$ cat config.mk
export PLATFORM = sky130hd
export DESIGN_NAME = shift_out
export DESIGN_NICKNAME = d
export VERILOG_FILES = /design/src/rtl/shift_out.sv
export SDC_FILE = /design/constraint.sdc
export NUM_CORES = 1
export LEC_CHECK = 0
export ABC_AREA = 1
export BUFFER_PORTS_ARGS = -buffer_cell sky130_fd_sc_hd__buf_2
export CAP_MARGIN = 20
export CORE_ASPECT_RATIO = 2
export CORE_MARGIN = 2
export CORE_UTILIZATION = 28
export DETAILED_ROUTE_END_ITERATION = 10
export MAX_ROUTING_LAYER = met4
export PLACE_DENSITY_LB_ADDON = 0.25
export RECOVER_POWER = 100
export SLEW_MARGIN = 10
export SYNTH_ARGS = -nofsm -noshare
export SYNTH_HDL_FRONTEND = slang
export SYNTH_SLANG_ARGS = --single-unit
$ cat constraint.sdc
create_clock -name clk -period 2 [get_ports clk]
set_clock_uncertainty 0.2 [all_clocks]
set_input_delay 0 -clock clk [delete_from_list [all_inputs] [get_ports clk]]
set_output_delay 0 -clock clk [all_outputs]
set_load 0.005 [all_outputs]
$ cat src/rtl/shift_out.sv
// Parallel-to-serial transmitter: captures a WIDTH-bit word on a rising edge of sp and
// sends it MSB-first on p_out, one bit per clock, raising fp when the last bit is out.
module shift_out #(
    parameter int unsigned WIDTH = 24
) (
    input  logic             clk,
    input  logic             reset,
    input  logic [WIDTH-1:0] p_parallel,
    input  logic             sp,
    output logic             p_out,
    output logic             p_valid,
    output logic             fp,
    output logic             busy
);

    localparam int unsigned CntW = $clog2(WIDTH + 1);
    localparam logic [CntW-1:0] CntMax = CntW'(WIDTH);

    typedef enum logic [1:0] {StIdle, StShift, StDone} state_e;

    state_e           state_q, state_d;
    logic [WIDTH-1:0] sreg_q, sreg_d;
    logic [CntW-1:0]  cnt_q, cnt_d;
    logic             sp_prev_q;
    logic             p_out_q, p_out_d;
    logic             p_valid_q, p_valid_d;
    logic             fp_q, fp_d;
    logic             start;

    // sp_prev_q resets to 0, so sp already high at reset release counts as a start
    assign start = sp & ~sp_prev_q;

    always_comb begin
        state_d   = state_q;
        sreg_d    = sreg_q;
        cnt_d     = cnt_q;
        p_out_d   = p_out_q;
        p_valid_d = p_valid_q;
        fp_d      = fp_q;
        unique case (state_q)
            StIdle, StDone: begin
                if (start) begin
                    state_d   = StShift;
                    sreg_d    = p_parallel << 1;
                    p_out_d   = p_parallel[WIDTH-1];
                    p_valid_d = 1'b1;
                    fp_d      = 1'b0;
                    cnt_d     = CntW'(1);
                end
            end
            StShift: begin
                // Starts seen here are dropped, not queued
                if (cnt_q == CntMax) begin
                    state_d   = StDone;
                    p_out_d   = 1'b0;
                    p_valid_d = 1'b0;
                    fp_d      = 1'b1;
                    cnt_d     = '0;
                end else begin
                    p_out_d = sreg_q[WIDTH-1];
                    sreg_d  = sreg_q << 1;
                    cnt_d   = cnt_q + CntW'(1);
                end
            end
            default: state_d = StIdle;
        endcase
    end

    always_ff @(posedge clk or negedge reset) begin
        if (!reset) begin
            state_q   <= StIdle;
            sreg_q    <= '0;
            cnt_q     <= '0;
            sp_prev_q <= 1'b0;
            p_out_q   <= 1'b0;
            p_valid_q <= 1'b0;
            fp_q      <= 1'b0;
        end else begin
            state_q   <= state_d;
            sreg_q    <= sreg_d;
            cnt_q     <= cnt_d;
            sp_prev_q <= sp;
            p_out_q   <= p_out_d;
            p_valid_q <= p_valid_d;
            fp_q      <= fp_d;
        end
    end

    assign p_out   = p_out_q;
    assign p_valid = p_valid_q;
    assign fp      = fp_q;
    assign busy    = (state_q == StShift);

endmodule
==> impl_results.md, run 1 <==
- Status: completed
- DR iter-0 viols: 58
- CTS H-tree depth: 2
- CP max stage delay: 0.38 ns
- Total Power: 3.198 mW
- Clock latency on the worst-skew pair: 0.28 ns
- Setup TNS: 0 ns
- Final setup fails: 0
- Die W: 59.97 um
- Syn Inst Count: 233
- Gpl congestion: 0.7472
- Slew Limit Fails: 0
- Pin count of the biggest net entering global routing: 35
- Post-Synth Simple-Gate Area: 37.95%
- Main combinational cell family by area after synthesis: simple AND/OR/NAND/NOR gates
- Sink Count: 34
- # diodes: 0
- Gr usage total: 14.15%
- Maximum buffer depth of the clock tree: 2
- Post-Synth XOR/XNOR Area: 0.4993%
- Layout cells sized above 1: 16.15%
- Sequential area share after synthesis: 48.50%
- Met2 Wirelength: 2119 um
- CP bufs+invs: 2
- WL final: 4231 um
- Core area: 6056 um2
- WL/cell: 11.28 um
- Num CTS Buffers: 5
- CTS tree: built
- Fin. Hold Viols: 0
- Core Rows: 40
- Met1 WL: 1939 um
- Clk slew on worst S/H paths: 0.05 ns
- Number of global-route vias before repair: 1604
- Detailed placer's ending HPWL: 2803 um
- Max-slew headroom: 43.61%
- Crit-path slowest cell: dfrtp_1
- Post-route clock period utilization: 85.91%
- Grt total ovfl: 0
- Critical Path AT: 1.67 ns
- Post-synthesis mux area share: 0%
- FF+latch count, synth: 34
- Met3 routed WL: 98 um
- Least-Margin Pin Slew: 0.8458 ns
- Buffers on Ports: 30
- FMAX: 582.0 MHz
- LEAKAGE: 1.293 nW
- Synthesized area per cell: 7.529 um2
- Worst Hold Class: input port to async pin
- PD cells: 1352 nW/um2
- Final ANT Viol Nets: 0
- Max IR drop VDD: 0.0005900 V
- Area Overhead vs Synth: 34.81%
- First-pass GRT wire length: 7231 um
- Top sig layer: met4
- Crit end category: flip-flop
- Nets@finish: 319
- Complex-gate fraction of the synthesized area: 3.566%
- Vias: 1607
- Fin worst setup slack: 0.2818 ns
- Vias/cell: 4.285
- # DRC: 0
- RSZ-0062 raised after global routing: no
- DIE AREA: 6953 um2
- Syn Nets: 262
- Ports: 31
- Yosys cell types: 24
- Post-layout min period: 1.718 ns
- Hold slack: 0.1535 ns
- Largest fanout on the critical path: 24
- First-pass DRT Iterations: 4
- Post-Synthesis Cell Area: 1754 um2
- Initial antenna violation count: 0
- Worst slack, placed: 0.3017 ns
- Crit-path cells: inv_1, ha_1, nand2_1, inv_1, nand2_1, nand2_4, nand2_4, o21ai_0
- Ys Warns: 0
- CP delay by family, top: simple AND/OR/NAND/NOR gates
- # Max-Cap Violations: 0
- Initial Utilization: 28.97%
- Data required, critical path: 1.95 ns
- Worst setup SP type: flip-flop
- Post-synthesis adder-cell area fraction: 1.427%
- Die Height: 115.9 um
- Critical path class: flip-flop to flip-flop
- Root buffer cell: clkbuf_16
final timing paths:
kind | startpoint | to | slack (ns) | depth (start not counted)
worst max-delay path | cnt_q[0]$_DFFE_PN0P_ | sreg_q[1]$_DFFE_PN0P_ | 0.28 | 8
worst min-delay path | reset | sreg_q[14]$_DFFE_PN0P_ | 0.15 | 2
worst max register to register | cnt_q[0]$_DFFE_PN0P_ | sreg_q[1]$_DFFE_PN0P_ | 0.28 | 8
worst min register to register | fp$_DFFE_PN0P_ | fp$_DFFE_PN0P_ | 0.29 | 2
max in group asynchronous | reset | sp_prev_q$_DFF_PN0_ | 0.91 | 2
min in group clk | sp | sp_prev_q$_DFF_PN0_ | 0.25 | 2
state kept, by name, indices dropped and copies added (netlist names):
signal,count
cnt_q,5
fp,1
p_out,1
p_valid,1
sp_prev_q,1
sreg_q,23
state_q,2
Yosys cell counts, drive strengths merged:
cell	n	area [um2]
o21bai	1	7.510
clkbuf	2	7.510
dfrtp	34	850.8
buf	9	77.57
o22ai	2	12.51
nand4	1	6.260
o211ai	1	7.510
nand3	27	140.1
o21ai	6	30.03
xnor2	1	8.760
ha	2	25.02
nand2	126	490.5
inv	15	56.30
nor2	5	28.78
a21oi	1	5.000
power breakdown:
part	leakage, nW	internal (mW)	switching, mW
logic	0.792	0.479	0.788
registers	0.427	0.978	0.179
clock network	0.0739	0.493	0.281
through the flow:
stage | std cells | utilization, % | cell area (um2)
2_1_floorplan | 233 | - | 1754
5_1_grt | 375 | 39.05 | 2365
6_report | 375 | 39.05 | 2365
4_1_cts | 375 | 39.13 | 2370
3_5_place_dp | 341 | 32.40 | 1962
3_3_place_gp | 341 | 32.40 | 1962
per-layer routing:
metal  up-vias  track usage [%]
met5         -                -
met4         0            5.333
met3         5            2.455
met2        28            23.70
met1       739            16.45
li1        835                -
repair_timing:
item                       CTS  global route
setup endpoints to repair    0             0
hold buffers                26             0
setup buffers                0             0
hold endpoints to repair    60             0
resized for setup            0             0
layout make-up:
class,count,area [um2]
Tap cell,84,105.1
Sequential cell,34,850.8
Clock inverter,1,5.005
Multi-Input combinational cell,173,759.5
Clock buffer,7,142.6
Inverter,15,56.30
Timing Repair Buffer,61,445.4
Fill cell,661,3691
logic make-up after synthesis:
kind of cell,Yosys count
AOI/OAI and AO/OA,11
xor gates and xnor gates,1
adders and majority gates,2
buffers and inverters,26
DFF,34
and+or+nand+nor,159
cells in the final DEF, fill, tap and decap left out, types with 2 or more instances in the layout:
master / count
ha_1: 2
o22ai_1: 2
inv_2: 2
nor2_1: 3
inv_1: 13
dfrtp_1: 34
o21ai_0: 5
nand3_1: 26
dlygate4sd3_1: 26
nand2_1: 124
buf_2: 27
nand2_4: 2
clkbuf_1: 3
buf_4: 5
clkbuf_16: 5
Power figures use the tool's default switching activity.
==> run 2: changes to the inputs <==
--- a/config.mk
+++ b/config.mk
@@ -15,6 +15,7 @@
 export MAX_ROUTING_LAYER = met4
 export PLACE_DENSITY_LB_ADDON = 0.25
 export RECOVER_POWER = 100
+export REMOVE_ABC_BUFFERS = 1
 export SLEW_MARGIN = 10
 export SYNTH_ARGS = -nofsm -noshare
 export SYNTH_HDL_FRONTEND = slang
==> run 2 against run 1 <==
Effect of this change: hold slack improved by 0.022 ns; critical path type is now flip-flop to primary output; critical path depth decreased by 5; combinational power barely moved.
==> impl_results.md, run 2 (synthesized netlist as in run 1, its figures left out) <==
- Status: completed
- Core area: 6056 um2 (unchanged)
- Final ANT Viol Nets: 0 (unchanged)
- Sw Share: 39.01% (about the same)
- CP delay by family, top: buffers and inverters
- Crit end category: primary output
- LEAKAGE: 1.287 nW (-0.49%)
- Crit-path cells: nor2_4, clkbuf_2, buf_2
- Number of global-route vias before repair: 1627 (+1.4%)
- Final setup fails: 0 (unchanged)
- WL/cell: 11.82 um (+4.7%)
- Clk slew on worst S/H paths: 0.05 ns (about the same)
- Critical path class: flip-flop to primary output
- Area taken by multi-input logic gates: 759.5 um2 (unchanged)
- Gr usage total: 14.53% (+0.38 points)
- Setup TNS: 0 ns (unchanged)
- PD cells: 1345 nW/um2 (-0.53%)
- Grt total ovfl: 0 (unchanged)
- FMAX: 556.5 MHz (-4.4%)
- Initial antenna violation count: 0 (unchanged)
- RSZ-0062 raised after global routing: no
- Comb pwr share: 39.4% (-0.2 points)
- DR iter-0 viols: 62 (+6.9%)
- Initial Utilization: 28.97% (unchanged)
- Critical Path AT: 1.60 ns (-0.07 ns)
- Psw: 1.236 mW (-0.94%)
- Slew Limit Fails: 0 (unchanged)
- Resized cells post-CTS: 0 (unchanged)
- Layout cells sized above 1: 15.86% (-0.29 points)
- Worst Setup SP: state_q[1]$_DFFE_PN0P_
- Buffers on Ports: 30 (unchanged)
- RR Endpoint: p_valid$_DFFE_PN0P_
- Reg-to-reg startpoint: state_q[1]$_DFFE_PN0P_
- CP bufs+invs: 2 (unchanged)
- Pin count of the biggest net entering global routing: 35 (unchanged)
- Total Power: 3.168 mW (-0.95%)
- CP max stage delay: 0.51 ns (+0.13 ns)
- Core Rows: 40 (unchanged)
- Root buffer cell: clkbuf_16
- Post-layout min period: 1.797 ns (+0.07868 ns)
- FF/Latch Area: 850.8 um2 (unchanged)
- Hold Buf Count CTS: 26 (unchanged)
- # Max-Cap Violations: 0 (unchanged)
- # diodes: 0 (unchanged)
- Worst path depth: 3 (-5)
- # DRC: 0 (unchanged)
- Worst slack, placed: 0.3486 ns (+0.04694 ns)
- Commonest non-fill, non-tap cell in the layout: nand2_1
- Largest register by flop count: sreg_q
- Num CTS Buffers: 5 (unchanged)
- Max IR drop VDD: 0.0006268 V (+6.2%)
- Sink Count: 34 (unchanged)
- Gpl congestion: 0.7467 (about the same)
- Most frequent cells in the layout: 124 x nand2_1, 34 x dfrtp_1, 27 x buf_2, 26 x nand3_1, 26 x dlygate4sd3_1
- R2R depth: 5 (-3)
- First-pass GRT wire length: 7334 um (+1.4%)
- Vias/cell: 4.428 (+3.3%)
- Filler cells: 657 (-0.61%)
- Detailed placer's ending HPWL: 2869 um (+2.4%)
- Clock latency on the worst-skew pair: 0.28 ns (about the same)
- Area Overhead vs Synth: 34.24%
- Power share of the sequential group: 36.3% (about the same)
- Largest regs: sreg_q: 23 flops, cnt_q: 5 flops, state_q: 2 flops
- Fin worst setup slack: 0.2031 ns (-0.07868 ns)
- Post-route clock period utilization: 89.84% (+3.9 points)
- Data required, critical path: 1.80 ns (-0.15 ns)
- Fin. Hold Viols: 0 (unchanged)
- Nets@finish: 318 (-0.31%)
- Worst Hold Class: input port to async pin
- Max reg flops: 23 (unchanged)
- Final Util: 38.88% (-0.17 points)
- First-pass DRT Iterations: 4 (unchanged)
- Vias: 1656 (+3.0%)
- DIE AREA: 6953 um2 (unchanged)
- Least-Margin Pin Slew: 0.8832 ns (+0.03734 ns)
- Die Height: 115.9 um (unchanged)
- Max-slew headroom: 41.12% (-2.5 points)
- Die W: 59.97 um (unchanged)
- Largest fanout on the critical path: 28 (+17%)
- Clock power frac: 24.3% (about the same)
- Ports: 31 (unchanged)
- Maximum buffer depth of the clock tree: 2 (unchanged)
- Setup Fix Bufs, Post-CTS: 0 (unchanged)
- Internal power: 1.932 mW (-0.95%)
- R2R setup slack: 0.22 ns (-0.06 ns)
- Crit-path slowest cell: clkbuf_2
- CTS H-tree depth: 2 (unchanged)
- CTS tree: built
- Worst setup SP type: flip-flop
- WL final: 4419 um (+4.4%)
-- run 2: worst max path at each step --
stage	to
6_report	busy
4_1_cts	sreg_q[2]$_DFFE_PN0P_
3_3_place_gp	sreg_q[13]$_DFFE_PN0P_
2_1_floorplan	cnt_q[3]$_DFFE_PN0P_
3_5_place_dp	sreg_q[2]$_DFFE_PN0P_
5_1_grt	p_valid$_DFFE_PN0P_
-- run 2: cell type report --
cell class	count	area share, %
Sequential cell	34	36.13
Timing Repair Buffer	60	18.49
Clock inverter	1	0.2125
Tap cell	84	4.463
Inverter	15	2.391
Clock buffer	7	6.057
Multi-Input combinational cell	173	32.25
-- run 2: metal layers --
layer | track usage (%) | share of wire, %
met1 | 15.49 | 40
met2 | 25.43 | 55
met3 | 2.344 | 2.1
met4 | 6.370 | 2.3
met5 | - | 0
-- run 2: power by group through the flow --
stage	registers [mW]	logic [mW]	clock network, mW
finish	1.15	1.25	0.770
global route	1.19	1.44	0.828
CTS	1.15	1.29	0.794
detailed placement	1.16	1.24	0
global placement	1.16	1.22	0
floorplan	1.12	0.889	0
-- run 2: per-stage QoR --
| stage | std cells | hold WS [ns] | area, um2 |
|---|---|---|---|
| CTS | 374 | 0.1863 | 2362 |
| global placement | 340 | -0.06076 | 1954 |
| floorplan | 222 | -0.4956 | 1669 |
| global route | 374 | 0.2699 | 2355 |
| finish | 374 | 0.1753 | 2355 |
| detailed placement | 340 | -0.05777 | 1954 |
==> run 3: changes to the inputs <==
--- a/config.mk
+++ b/config.mk
@@ -13,7 +13,6 @@
 export CORE_UTILIZATION = 28
 export DETAILED_ROUTE_END_ITERATION = 10
 export MAX_ROUTING_LAYER = met4
-export PLACE_DENSITY_LB_ADDON = 0.25
 export RECOVER_POWER = 100
 export REMOVE_ABC_BUFFERS = 1
 export SLEW_MARGIN = 10
==> run 3 against run 2 <==
Effect of this change: combinational power hardly changed; global-route usage is 0.68 points lower; routed wire length is 7.3% lower; largest power group unchanged; critical endpoint unchanged; non-clock buffer count stayed put; hold slack worse by 0.015 ns; critical path depth stayed put; flip-flop and latch count stayed put; critical path type unchanged.
==> impl_results.md, run 3 (synthesized netlist as in run 1, its figures left out) <==
- Status: completed
- FMAX: 564.4 MHz (+1.4%)
- Final setup fails: 0 (unchanged)
- Grt total ovfl: 0 (unchanged)
- Gpl congestion: 0.7491 (+0.32%)
- Die W: 59.97 um (unchanged)
- Finished layout cell area: 2349 um2 (-0.27%)
- Max-slew headroom: 43.84% (+2.7 points)
- DR iter-0 viols: 44 (-29%)
- Sink Count: 34 (unchanged)
- Filler cells: 646 (-1.7%)
- First-pass DRT Iterations: 4 (unchanged)
- Fin. Hold Viols: 0 (unchanged)
- Vias: 1627 (-1.8%)
- Post-layout min period: 1.772 ns (-0.02517 ns)
- Num CTS Buffers: 5 (unchanged)
- PD cells: 1346 nW/um2 (about the same)
- Core Rows: 40 (unchanged)
- First-pass GRT wire length: 7113 um (-3.0%)
- LEAKAGE: 1.277 nW (-0.77%)
- Maximum buffer depth of the clock tree: 2 (unchanged)
- Core area: 6056 um2 (unchanged)
- Area Overhead vs Synth: 33.88%
- Die Height: 115.9 um (unchanged)
- RR Endpoint: p_valid$_DFFE_PN0P_
- Critical path class: flip-flop to primary output
- Clock latency on the worst-skew pair: 0.28 ns (about the same)
- Gr usage total: 13.84% (-0.68 points)
- Reg-to-reg startpoint: state_q[1]$_DFFE_PN0P_
- Detailed placer's ending HPWL: 2792 um (-2.7%)
- Slew Limit Fails: 0 (unchanged)
- Layout cells sized above 1: 15.17% (-0.69 points)
- Crit end category: primary output
- Hold slack: 0.1598 ns (-0.01548 ns)
- Crit-path cells: nor2_1, clkbuf_1, buf_2
- Worst Hold Class: input port to async pin
- R2R depth: 5 (unchanged)
- Number of global-route vias before repair: 1606 (-1.3%)
- Data required, critical path: 1.80 ns (about the same)
- DP Area: 1954 um2 (unchanged)
- Setup TNS: 0 ns (unchanged)
- Least-Margin Pin Slew: 0.8424 ns (-0.04081 ns)
- RSZ-0062 raised after global routing: no
- Initial antenna violation count: 0 (unchanged)
- WL final: 4097 um (-7.3%)
- Largest register by flop count: sreg_q
- Pin count of the biggest net entering global routing: 35 (unchanged)
- Hold Buf Count CTS: 26 (unchanged)
- WL/cell: 10.95 um (-7.3%)
- Max IR drop VDD: 0.0006932 V (+11%)
- Critical Path AT: 1.57 ns (-0.03 ns)
- Most frequent cells in the layout: 124 x nand2_1, 34 x dfrtp_1, 26 x nand3_1, 26 x dlygate4sd3_1, 26 x buf_2
- Crit-path slowest cell: clkbuf_1
- DIE AREA: 6953 um2 (unchanged)
- Final ANT Viol Nets: 0 (unchanged)
- R2R setup slack: 0.26 ns (+0.04 ns)
- CTS H-tree depth: 2 (unchanged)
- # diodes: 0 (unchanged)
- Ports: 31 (unchanged)
- # DRC: 0 (unchanged)
- CP max stage delay: 0.49 ns (-0.02 ns)
- Max reg flops: 23 (unchanged)
- Setup Fix Bufs, Post-CTS: 0 (unchanged)
- Buffers on Ports: 30 (unchanged)
- Post-route clock period utilization: 88.59% (-1.3 points)
- Largest fanout on the critical path: 13 (-54%)
- Root buffer cell: clkbuf_16
- Largest regs: sreg_q: 23 flops, cnt_q: 5 flops, state_q: 2 flops
- CTS tree: built
- Clk slew on worst S/H paths: 0.05 ns (about the same)
- Vias/cell: 4.350 (-1.8%)
- Nets@finish: 318 (unchanged)
- Worst setup SP type: flip-flop
- # Max-Cap Violations: 0 (unchanged)
- Resized cells post-CTS: 0 (unchanged)
- Commonest non-fill, non-tap cell in the layout: nand2_1
- Initial Utilization: 28.97% (unchanged)
- Total Power: 3.161 mW (-0.20%)
## run 3: layout make-up
cell class	count	area (um2)	share of cell area, %
sequential	34	850.8	36.23
multi-input combinational	173	752.0	32.02
timing repair buffer	60	432.9	18.43
clock buffer	6	138.9	5.914
tap	84	105.1	4.475
inverter	15	56.30	2.397
clock inverter	2	12.51	0.5328
## run 3: per-layer routing
layer  global-route usage (%)  part of all wire [%]
met3                    2.902                   3.4
met5                        -                     0
met4                    5.630                   2.0
met2                    22.61                    52
met1                    16.15                    42
## run 3: per-stage QoR
step	worst slack (ns)	cells	utilization, %
6_report	0.2283	374	38.78
5_1_grt	0.09371	374	38.78
4_1_cts	0.3475	374	39.07
3_5_place_dp	0.3573	340	32.27
3_3_place_gp	0.3999	340	32.27
2_1_floorplan	0.2659	222	-
## run 3: worst max-delay path by stage
stage | from | to | slack, ns | cells after the start
floorplan | state_q[1]$_DFFE_PN0P_ | cnt_q[3]$_DFFE_PN0P_ | 0.27 | 6
global placement | state_q[0]$_DFFE_PN0P_ | cnt_q[0]$_DFFE_PN0P_ | 0.40 | 8
detailed placement | cnt_q[0]$_DFFE_PN0P_ | cnt_q[4]$_DFFE_PN0P_ | 0.36 | 8
CTS | cnt_q[0]$_DFFE_PN0P_ | cnt_q[4]$_DFFE_PN0P_ | 0.35 | 8
global route | state_q[0]$_DFFE_PN0P_ | busy | 0.09 | 4
finish | state_q[1]$_DFFE_PN0P_ | busy | 0.23 | 3
## run 3: power breakdown
group          leakage (nW)  total, mW  internal (mW)  switching (mW)
combinational         0.777       1.23          0.461           0.773
clock                0.0729      0.774          0.492           0.281
sequential            0.427       1.15          0.978           0.176
total                  1.28       3.16           1.93            1.23
## run 3: worst max-delay path, delay by kind of cell (launching register included)
family,cells,cell delay (ns)
buf+inv,2,0.71
flops,1,0.38
simple gates,1,0.20
